===== config.mk =====
export PLATFORM = sky130hd
export DESIGN_NAME = execute_cycle_flat
export DESIGN_NICKNAME = d
export VERILOG_FILES = /design/src/rtl/execute_cycle_if.sv /design/src/rtl/execute_cycle.sv /design/src/flat_wrapper.sv
export SDC_FILE = /design/constraint.sdc
export NUM_CORES = 1
export LEC_CHECK = 0
export BUFFER_PORTS_ARGS = -buffer_cell sky130_fd_sc_hd__buf_4
export CAP_MARGIN = 25
export CORE_MARGIN = 5
export CORE_UTILIZATION = 40
export DETAILED_ROUTE_END_ITERATION = 8
export GPL_TIMING_DRIVEN = 0
export HOLD_SLACK_MARGIN = 0.06
export PLACE_DENSITY = 0.67
export SYNTH_ARGS = -nofsm -noshare
export SYNTH_HDL_FRONTEND = slang
export SYNTH_SLANG_ARGS = --single-unit

===== constraint.sdc =====
create_clock -name clk -period 16.25 [get_ports clk]
set_clock_uncertainty 0.2 [all_clocks]
set_input_delay 1.625 -clock clk [delete_from_list [all_inputs] [get_ports clk]]
set_output_delay 1.625 -clock clk [all_outputs]
set_load 0.005 [all_outputs]

===== src/rtl/execute_cycle_if.sv =====
// Execute-stage bundle: ID/EX inputs, forwarding/hazard controls, and the
// EX/MEM register outputs plus branch redirect back to fetch.
interface execute_cycle_if #(
  parameter int DATA_W = 32,
  parameter int REG_AW = 5
);
  logic              RegWriteE;
  logic              ALUSrcE;
  logic              MemWriteE;
  logic              ResultSrcE;
  logic              BranchE;
  logic [2:0]        ALUControlE;
  logic [DATA_W-1:0] RD1_E;
  logic [DATA_W-1:0] RD2_E;
  logic [DATA_W-1:0] Imm_Ext_E;
  logic [REG_AW-1:0] RD_E;
  logic [DATA_W-1:0] PCE;
  logic [DATA_W-1:0] PCPlus4E;
  logic [1:0]        ForwardAE;
  logic [1:0]        ForwardBE;
  logic [DATA_W-1:0] ResultW;
  logic              StallE;
  logic              FlushE;
  logic              PCSrcE;
  logic [DATA_W-1:0] PCTargetE;
  logic              RegWriteM;
  logic              MemWriteM;
  logic              ResultSrcM;
  logic [DATA_W-1:0] ALUResultM;
  logic [DATA_W-1:0] WriteDataM;
  logic [REG_AW-1:0] RD_M;
  logic [DATA_W-1:0] PCPlus4M;
  logic [3:0]        FlagsM;

  modport master (
    output RegWriteE, ALUSrcE, MemWriteE, ResultSrcE, BranchE, ALUControlE,
           RD1_E, RD2_E, Imm_Ext_E, RD_E, PCE, PCPlus4E, ForwardAE, ForwardBE,
           ResultW, StallE, FlushE,
    input  PCSrcE, PCTargetE, RegWriteM, MemWriteM, ResultSrcM, ALUResultM,
           WriteDataM, RD_M, PCPlus4M, FlagsM
  );

  modport slave (
    input  RegWriteE, ALUSrcE, MemWriteE, ResultSrcE, BranchE, ALUControlE,
           RD1_E, RD2_E, Imm_Ext_E, RD_E, PCE, PCPlus4E, ForwardAE, ForwardBE,
           ResultW, StallE, FlushE,
    output PCSrcE, PCTargetE, RegWriteM, MemWriteM, ResultSrcM, ALUResultM,
           WriteDataM, RD_M, PCPlus4M, FlagsM
  );
endinterface


===== src/rtl/execute_cycle.sv =====
// Execute stage: operand forwarding, ALU, branch resolve, EX/MEM register.
// Define EXEC_FLAGS_EN to register {N,Z,C,V} into FlagsM; otherwise FlagsM is 0.
module execute_cycle #(
  parameter int DATA_W = 32,
  parameter int REG_AW = 5
) (
  input  logic            clk,
  input  logic            rst,
  execute_cycle_if.slave  bus
);
  localparam int MSB = DATA_W - 1;

  logic [DATA_W-1:0] w_src_a;
  logic [DATA_W-1:0] w_fwd_b;
  logic [DATA_W-1:0] w_src_b;
  logic [DATA_W-1:0] w_alu_res;
  logic              w_zero;

  logic              r_reg_write;
  logic              r_mem_write;
  logic              r_result_src;
  logic [DATA_W-1:0] r_alu_result;
  logic [DATA_W-1:0] r_write_data;
  logic [REG_AW-1:0] r_rd;
  logic [DATA_W-1:0] r_pc_plus4;

  // Forward select 11 falls back to the register-file operand.
  always_comb begin
    w_src_a = bus.RD1_E;
    case (bus.ForwardAE)
      2'b01:   w_src_a = bus.ResultW;
      2'b10:   w_src_a = r_alu_result;
      default: w_src_a = bus.RD1_E;
    endcase
    w_fwd_b = bus.RD2_E;
    case (bus.ForwardBE)
      2'b01:   w_fwd_b = bus.ResultW;
      2'b10:   w_fwd_b = r_alu_result;
      default: w_fwd_b = bus.RD2_E;
    endcase
    w_src_b = bus.ALUSrcE ? bus.Imm_Ext_E : w_fwd_b;
  end

  always_comb begin
    w_alu_res = '0;
    case (bus.ALUControlE)
      3'b000: w_alu_res = w_src_a + w_src_b;
      3'b001: w_alu_res = w_src_a - w_src_b;
      3'b010: w_alu_res = w_src_a & w_src_b;
      3'b011: w_alu_res = w_src_a | w_src_b;
      3'b100: w_alu_res = w_src_a ^ w_src_b;
      3'b101: w_alu_res = {{(DATA_W-1){1'b0}}, ($signed(w_src_a) < $signed(w_src_b))};
      3'b110: w_alu_res = w_src_a << w_src_b[4:0];
      3'b111: w_alu_res = w_src_a >> w_src_b[4:0];
      default: w_alu_res = '0;
    endcase
  end

  assign w_zero        = (w_alu_res == '0);
  assign bus.PCSrcE    = bus.BranchE & w_zero;
  assign bus.PCTargetE = bus.PCE + bus.Imm_Ext_E;

  // Flush beats stall beats load.
  always_ff @(posedge clk or negedge rst) begin
    if (!rst) begin
      r_reg_write  <= 1'b0;
      r_mem_write  <= 1'b0;
      r_result_src <= 1'b0;
      r_alu_result <= '0;
      r_write_data <= '0;
      r_rd         <= '0;
      r_pc_plus4   <= '0;
    end else if (bus.FlushE) begin
      r_reg_write  <= 1'b0;
      r_mem_write  <= 1'b0;
      r_result_src <= 1'b0;
      r_alu_result <= '0;
      r_write_data <= '0;
      r_rd         <= '0;
      r_pc_plus4   <= '0;
    end else if (!bus.StallE) begin
      r_reg_write  <= bus.RegWriteE;
      r_mem_write  <= bus.MemWriteE;
      r_result_src <= bus.ResultSrcE;
      r_alu_result <= w_alu_res;
      r_write_data <= w_fwd_b;
      r_rd         <= bus.RD_E;
      r_pc_plus4   <= bus.PCPlus4E;
    end
  end

  assign bus.RegWriteM  = r_reg_write;
  assign bus.MemWriteM  = r_mem_write;
  assign bus.ResultSrcM = r_result_src;
  assign bus.ALUResultM = r_alu_result;
  assign bus.WriteDataM = r_write_data;
  assign bus.RD_M       = r_rd;
  assign bus.PCPlus4M   = r_pc_plus4;

`ifdef EXEC_FLAGS_EN
  logic       w_carry;
  logic       w_ovf;
  logic [3:0] r_flags;

  // Carry from MSB bits only; for sub the B operand is inverted, giving NOT borrow.
  always_comb begin
    w_carry = 1'b0;
    w_ovf   = 1'b0;
    case (bus.ALUControlE)
      3'b000: begin
        w_carry = (w_src_a[MSB] & w_src_b[MSB]) |
                  ((w_src_a[MSB] | w_src_b[MSB]) & ~w_alu_res[MSB]);
        w_ovf   = (w_src_a[MSB] == w_src_b[MSB]) && (w_alu_res[MSB] != w_src_a[MSB]);
      end
      3'b001: begin
        w_carry = (w_src_a[MSB] & ~w_src_b[MSB]) |
                  ((w_src_a[MSB] | ~w_src_b[MSB]) & ~w_alu_res[MSB]);
        w_ovf   = (w_src_a[MSB] != w_src_b[MSB]) && (w_alu_res[MSB] != w_src_a[MSB]);
      end
      default: begin
        w_carry = 1'b0;
        w_ovf   = 1'b0;
      end
    endcase
  end

  always_ff @(posedge clk or negedge rst) begin
    if (!rst)              r_flags <= 4'b0000;
    else if (bus.FlushE)   r_flags <= 4'b0000;
    else if (!bus.StallE)  r_flags <= {w_alu_res[MSB], w_zero, w_carry, w_ovf};
  end

  assign bus.FlagsM = r_flags;
`else
  assign bus.FlagsM = 4'b0000;
`endif

endmodule


===== src/flat_wrapper.sv =====
// flat-port wrapper written by rule: the top's interface ports become plain ports
module execute_cycle_flat 
#(
  parameter int DATA_W = 32,
  parameter int REG_AW = 5
)
  (clk, rst, bus_RegWriteE, bus_ALUSrcE, bus_MemWriteE, bus_ResultSrcE, bus_BranchE, bus_ALUControlE, bus_RD1_E, bus_RD2_E, bus_Imm_Ext_E, bus_RD_E, bus_PCE, bus_PCPlus4E, bus_ForwardAE, bus_ForwardBE, bus_ResultW, bus_StallE, bus_FlushE, bus_PCSrcE, bus_PCTargetE, bus_RegWriteM, bus_MemWriteM, bus_ResultSrcM, bus_ALUResultM, bus_WriteDataM, bus_RD_M, bus_PCPlus4M, bus_FlagsM);
  execute_cycle_if #(.DATA_W(DATA_W), .REG_AW(REG_AW)) bus_i ();
  input  logic clk;
  input  logic rst;
  input wire logic [$bits(bus_i.RegWriteE)-1:0] bus_RegWriteE;
  input wire logic [$bits(bus_i.ALUSrcE)-1:0] bus_ALUSrcE;
  input wire logic [$bits(bus_i.MemWriteE)-1:0] bus_MemWriteE;
  input wire logic [$bits(bus_i.ResultSrcE)-1:0] bus_ResultSrcE;
  input wire logic [$bits(bus_i.BranchE)-1:0] bus_BranchE;
  input wire logic [$bits(bus_i.ALUControlE)-1:0] bus_ALUControlE;
  input wire logic [$bits(bus_i.RD1_E)-1:0] bus_RD1_E;
  input wire logic [$bits(bus_i.RD2_E)-1:0] bus_RD2_E;
  input wire logic [$bits(bus_i.Imm_Ext_E)-1:0] bus_Imm_Ext_E;
  input wire logic [$bits(bus_i.RD_E)-1:0] bus_RD_E;
  input wire logic [$bits(bus_i.PCE)-1:0] bus_PCE;
  input wire logic [$bits(bus_i.PCPlus4E)-1:0] bus_PCPlus4E;
  input wire logic [$bits(bus_i.ForwardAE)-1:0] bus_ForwardAE;
  input wire logic [$bits(bus_i.ForwardBE)-1:0] bus_ForwardBE;
  input wire logic [$bits(bus_i.ResultW)-1:0] bus_ResultW;
  input wire logic [$bits(bus_i.StallE)-1:0] bus_StallE;
  input wire logic [$bits(bus_i.FlushE)-1:0] bus_FlushE;
  output wire logic [$bits(bus_i.PCSrcE)-1:0] bus_PCSrcE;
  output wire logic [$bits(bus_i.PCTargetE)-1:0] bus_PCTargetE;
  output wire logic [$bits(bus_i.RegWriteM)-1:0] bus_RegWriteM;
  output wire logic [$bits(bus_i.MemWriteM)-1:0] bus_MemWriteM;
  output wire logic [$bits(bus_i.ResultSrcM)-1:0] bus_ResultSrcM;
  output wire logic [$bits(bus_i.ALUResultM)-1:0] bus_ALUResultM;
  output wire logic [$bits(bus_i.WriteDataM)-1:0] bus_WriteDataM;
  output wire logic [$bits(bus_i.RD_M)-1:0] bus_RD_M;
  output wire logic [$bits(bus_i.PCPlus4M)-1:0] bus_PCPlus4M;
  output wire logic [$bits(bus_i.FlagsM)-1:0] bus_FlagsM;
  assign bus_i.RegWriteE = bus_RegWriteE;
  assign bus_i.ALUSrcE = bus_ALUSrcE;
  assign bus_i.MemWriteE = bus_MemWriteE;
  assign bus_i.ResultSrcE = bus_ResultSrcE;
  assign bus_i.BranchE = bus_BranchE;
  assign bus_i.ALUControlE = bus_ALUControlE;
  assign bus_i.RD1_E = bus_RD1_E;
  assign bus_i.RD2_E = bus_RD2_E;
  assign bus_i.Imm_Ext_E = bus_Imm_Ext_E;
  assign bus_i.RD_E = bus_RD_E;
  assign bus_i.PCE = bus_PCE;
  assign bus_i.PCPlus4E = bus_PCPlus4E;
  assign bus_i.ForwardAE = bus_ForwardAE;
  assign bus_i.ForwardBE = bus_ForwardBE;
  assign bus_i.ResultW = bus_ResultW;
  assign bus_i.StallE = bus_StallE;
  assign bus_i.FlushE = bus_FlushE;
  assign bus_PCSrcE = bus_i.PCSrcE;
  assign bus_PCTargetE = bus_i.PCTargetE;
  assign bus_RegWriteM = bus_i.RegWriteM;
  assign bus_MemWriteM = bus_i.MemWriteM;
  assign bus_ResultSrcM = bus_i.ResultSrcM;
  assign bus_ALUResultM = bus_i.ALUResultM;
  assign bus_WriteDataM = bus_i.WriteDataM;
  assign bus_RD_M = bus_i.RD_M;
  assign bus_PCPlus4M = bus_i.PCPlus4M;
  assign bus_FlagsM = bus_i.FlagsM;
  execute_cycle #(.DATA_W(DATA_W), .REG_AW(REG_AW)) u_core (.clk(clk), .rst(rst), .bus(bus_i));
endmodule

==> key figures <==
Timing
  – Tightest Pin Transition: 1.26 ns
  – Slew Limit Fails: 0
  – Setup TNS Final: 0 ns
  – Final setup vio count: 0
  – Max Fclk: 82.7 MHz
  – Final worst-path cycle share: 74.4%
  – RSZ-0062 raised after global routing: no
  – Final min period: 12.10 ns
  – Slew headroom: 15.8%
  – Final hold violations: 0

Synth
  – Yosys cell types: 88
  – Syn Area/Cell: 7.29 um^2
  – Number of synthesized flops with an enable pin: 0
  – Synthesis-stage register bit count: 104
  – Mapped cell area: 0.0158 mm^2
  – Most instantiated cells after synthesis: nor2_1 (314), a21oi_1 (193), mux2i_1 (165)
  – Asr flop ratio synth: 100%
  – Count leader, synth: nor2_1
  – Share of Yosys cell area claimed by the top area cell type: 16.5%
  – Synth top area cells: dfrtp_1 (16%), ha_1 (10%), mux2i_1 (10%), nor2_1 (7.5%), a21oi_1 (6.1%)
  – YS warnings: 0
  – Post-synthesis cell count: 2,165
  – Ys flop type: dfrtp_1
  – Seq/Total Area, Yosys: 16.5%
  – Leading area contributor after synthesis: dfrtp_1

CTS
  – CTS buffer count: 9
  – CTS sink cnt: 104
  – Hold buffer count at CTS: 0
  – Max clock buf depth: 2
  – CTS tree: done
  – H-tree level count: 3
  – Clock-pin slew on the worst setup and hold paths: 0.07 ns
  – Post-CTS sizing: 0
  – Postcts setup bufs: 0
  – Root Buffer: clkbuf_16
  – Clk_lat worst skew: 0.37 ns

Critical path
  – Worst Setup End Kind: output pin
  – Worst Path Required: 14.42 ns
  – Crit path kind: in -> out
  – Critical path startpoint category: input pin
  – Worst Path Max Fanout: 10
  – Critical Path AT: 10.27 ns

Route
  – DRC errors left: 0
  – Final Routed Wirelength: 91,000 um
  – Initial DRC Count: 2,675
  – Antenna-violating nets left: 0
  – Via count: 19,963
  – Via density: 6.53
  – Pre-antenna DRT Iters: 8
  – WL/cell: 29.8 um

Place
  – Post-DP Area: 0.0191 mm^2
  – GP Congestion: 1.03
  – I/O Buffers: 347
  – DPL Wire Length: 76,300 um

Global route
  – All-Layer GR Usage: 39.6%
  – Initial antenna violation count: 4
  – Largest net degree at the start of global routing: 70
  – Vias in the first global route: 19,347
  – Grt ovf: 0
  – First-pass GRT wire length: 131,000 um

Finish
  – Final net count: 2,881
  – Final Cell Area: 0.0194 mm^2
  – Fraction of layout instances using a drive strength above 1: 17.4%
  – Layout area overhead: 22.9%
  – Fillers: 4,035

Power and ir drop
  – Total power per unit cell area: 78.6 mW/mm^2
  – Peak supply drop: 0.0000611 V
  – LEAKAGE: 8.99 nW

Floorplanning
  – Starting density of the core: 40.6%
  – # IOs: 354
  – Die H: 209 um
  – Die Area: 0.0435 mm^2
  – Row Count: 72
  – Core Area: 0.0388 mm^2
  – Die width: 209 um

Min path
  – Worst Hold Class: reg -> reg

Flow run
  – Total of max-cap violations: 0

Outcome
  – Outcome: finished, final reports clean
-- kinds of logic after synthesis --
logic type / synth area share (%)
muxes: 12.1
DFF: 16.5
buffers and inverters: 7.16
and+or+nand+nor: 18.9
AOI/OAI and AO/OA: 31.7
xor gates and xnor gates: 2.72
other: 0.0238
adders and majority gates: 10.8
-- placed cells by master (no fill, tap or decap), types with 15 or more instances in the layout --
master,n
buf_1,24
a22oi_1,59
a221oi_1,23
or3_1,15
nand2b_1,19
o221ai_1,17
a31oi_1,16
o211ai_1,30
o22ai_1,47
o21a_1,20
nor2_1,314
xnor2_1,40
a21o_1,24
o21ai_0,126
nor3_1,43
buf_4,356
ha_1,132
clkbuf_1,114
inv_1,114
nand3_1,33
nand2_1,153
o21bai_1,16
mux2i_1,165
dfrtp_1,104
nor2b_1,20
a211oi_1,28
a21oi_1,193
a221o_1,16
-- sequential cells by signal (all words and copies together) (netlist names) --
name	flops
u_core.bus.PCPlus4M	32
u_core.bus.RD_M	5
u_core.bus.ALUResultM	32
u_core.bus.WriteDataM	32
u_core.bus.RegWriteM	1
u_core.bus.MemWriteM	1
u_core.bus.ResultSrcM	1
-- power breakdown --
| group | total (mW) | internal, mW | switching (mW) |
|---|---|---|---|
| logic | 1.01 | 0.357 | 0.649 |
| clock network | 0.220 | 0.106 | 0.114 |
| registers | 0.298 | 0.277 | 0.0210 |
| total | 1.52 | 0.740 | 0.784 |
-- layout make-up --
| type | instances | area, um^2 | share of cell area [%] |
|---|---|---|---|
| repair buffers | 354 | 2670 | 13.8 |
| clock buffers | 9 | 225 | 1.16 |
| diodes | 3 | 7.51 | 0.0387 |
| well taps | 518 | 648 | 3.34 |
| inverters | 121 | 467 | 2.41 |
| multi-input cells | 1784 | 12100 | 62.2 |
| flip-flops and latches | 104 | 2600 | 13.4 |
| clock inverters | 6 | 53.8 | 0.277 |
| plain buffers | 159 | 663 | 3.42 |
-- routing by layer --
metal	GRT usage, %	share of wire (%)	vias to the layer above
li1	-	-	8687
met1	48.4	37	9557
met2	64.5	45	1407
met3	10.1	11	310
met4	20.8	6.6	2
met5	0	0.014	-
-- path summary, 6_finish.rpt --
check	slack, ns	cells past startpoint	endpoint	startpoint
hold reg to reg	0.32	2	u_core.bus.WriteDataM[6]$_DFFE_PN0P_	u_core.bus.WriteDataM[6]$_DFFE_PN0P_
max in group asynchronous	14.05	2	u_core.bus.ResultSrcM$_DFFE_PN0P_	rst
min in group asynchronous	1.03	1	u_core.bus.WriteDataM[6]$_DFFE_PN0P_	rst
setup reg to reg	8.14	18	u_core.bus.ALUResultM[27]$_DFFE_PN0P_	u_core.bus.ALUResultM[3]$_DFFE_PN0P_
setup / recovery	4.15	24	bus_PCSrcE	bus_ForwardBE[0]
hold / removal	0.32	2	u_core.bus.WriteDataM[6]$_DFFE_PN0P_	u_core.bus.WriteDataM[6]$_DFFE_PN0P_
-- metrics by stage --
step / setup slack [ns] / utilization [%] / hold WS [ns] / cells / power, mW
after CTS: 4.38 / 49.9 / 0.326 / 3051 / 1.48
final: 4.15 / 50.0 / 0.323 / 3058 / 1.52
after global routing: 3.82 / 50.0 / 0.360 / 3058 / 1.59
after detailed placement: 4.41 / 49.2 / 0.311 / 3036 / 1.26
after floorplan: 7.33 / - / 0.308 / 2168 / 0.872
after global placement: 4.34 / 49.1 / 0.304 / 3033 / 1.26
-- critical path, stage by stage --
cell and delay, ns:
buf_4 0.09, inv_1 0.04, ha_1 0.30, buf_2 0.22, a221oi_1 0.12, o31ai_2 0.92, clkbuf_1 0.62, clkbuf_1 0.54
clkbuf_1 0.56, ha_1 0.22, clkbuf_1 0.31, nor2b_1 0.33, o211ai_1 0.24, a221oi_1 0.67, o21ai_0 0.51, o21bai_1 0.31
xnor2_1 0.18, o22ai_1 0.14, a211oi_1 0.61, nand4_1 0.30, or4_1 0.57, or3b_1 0.42, nor4_2 0.23, buf_4 0.17
No activity file was read; power rests on OpenSTA's default activity.
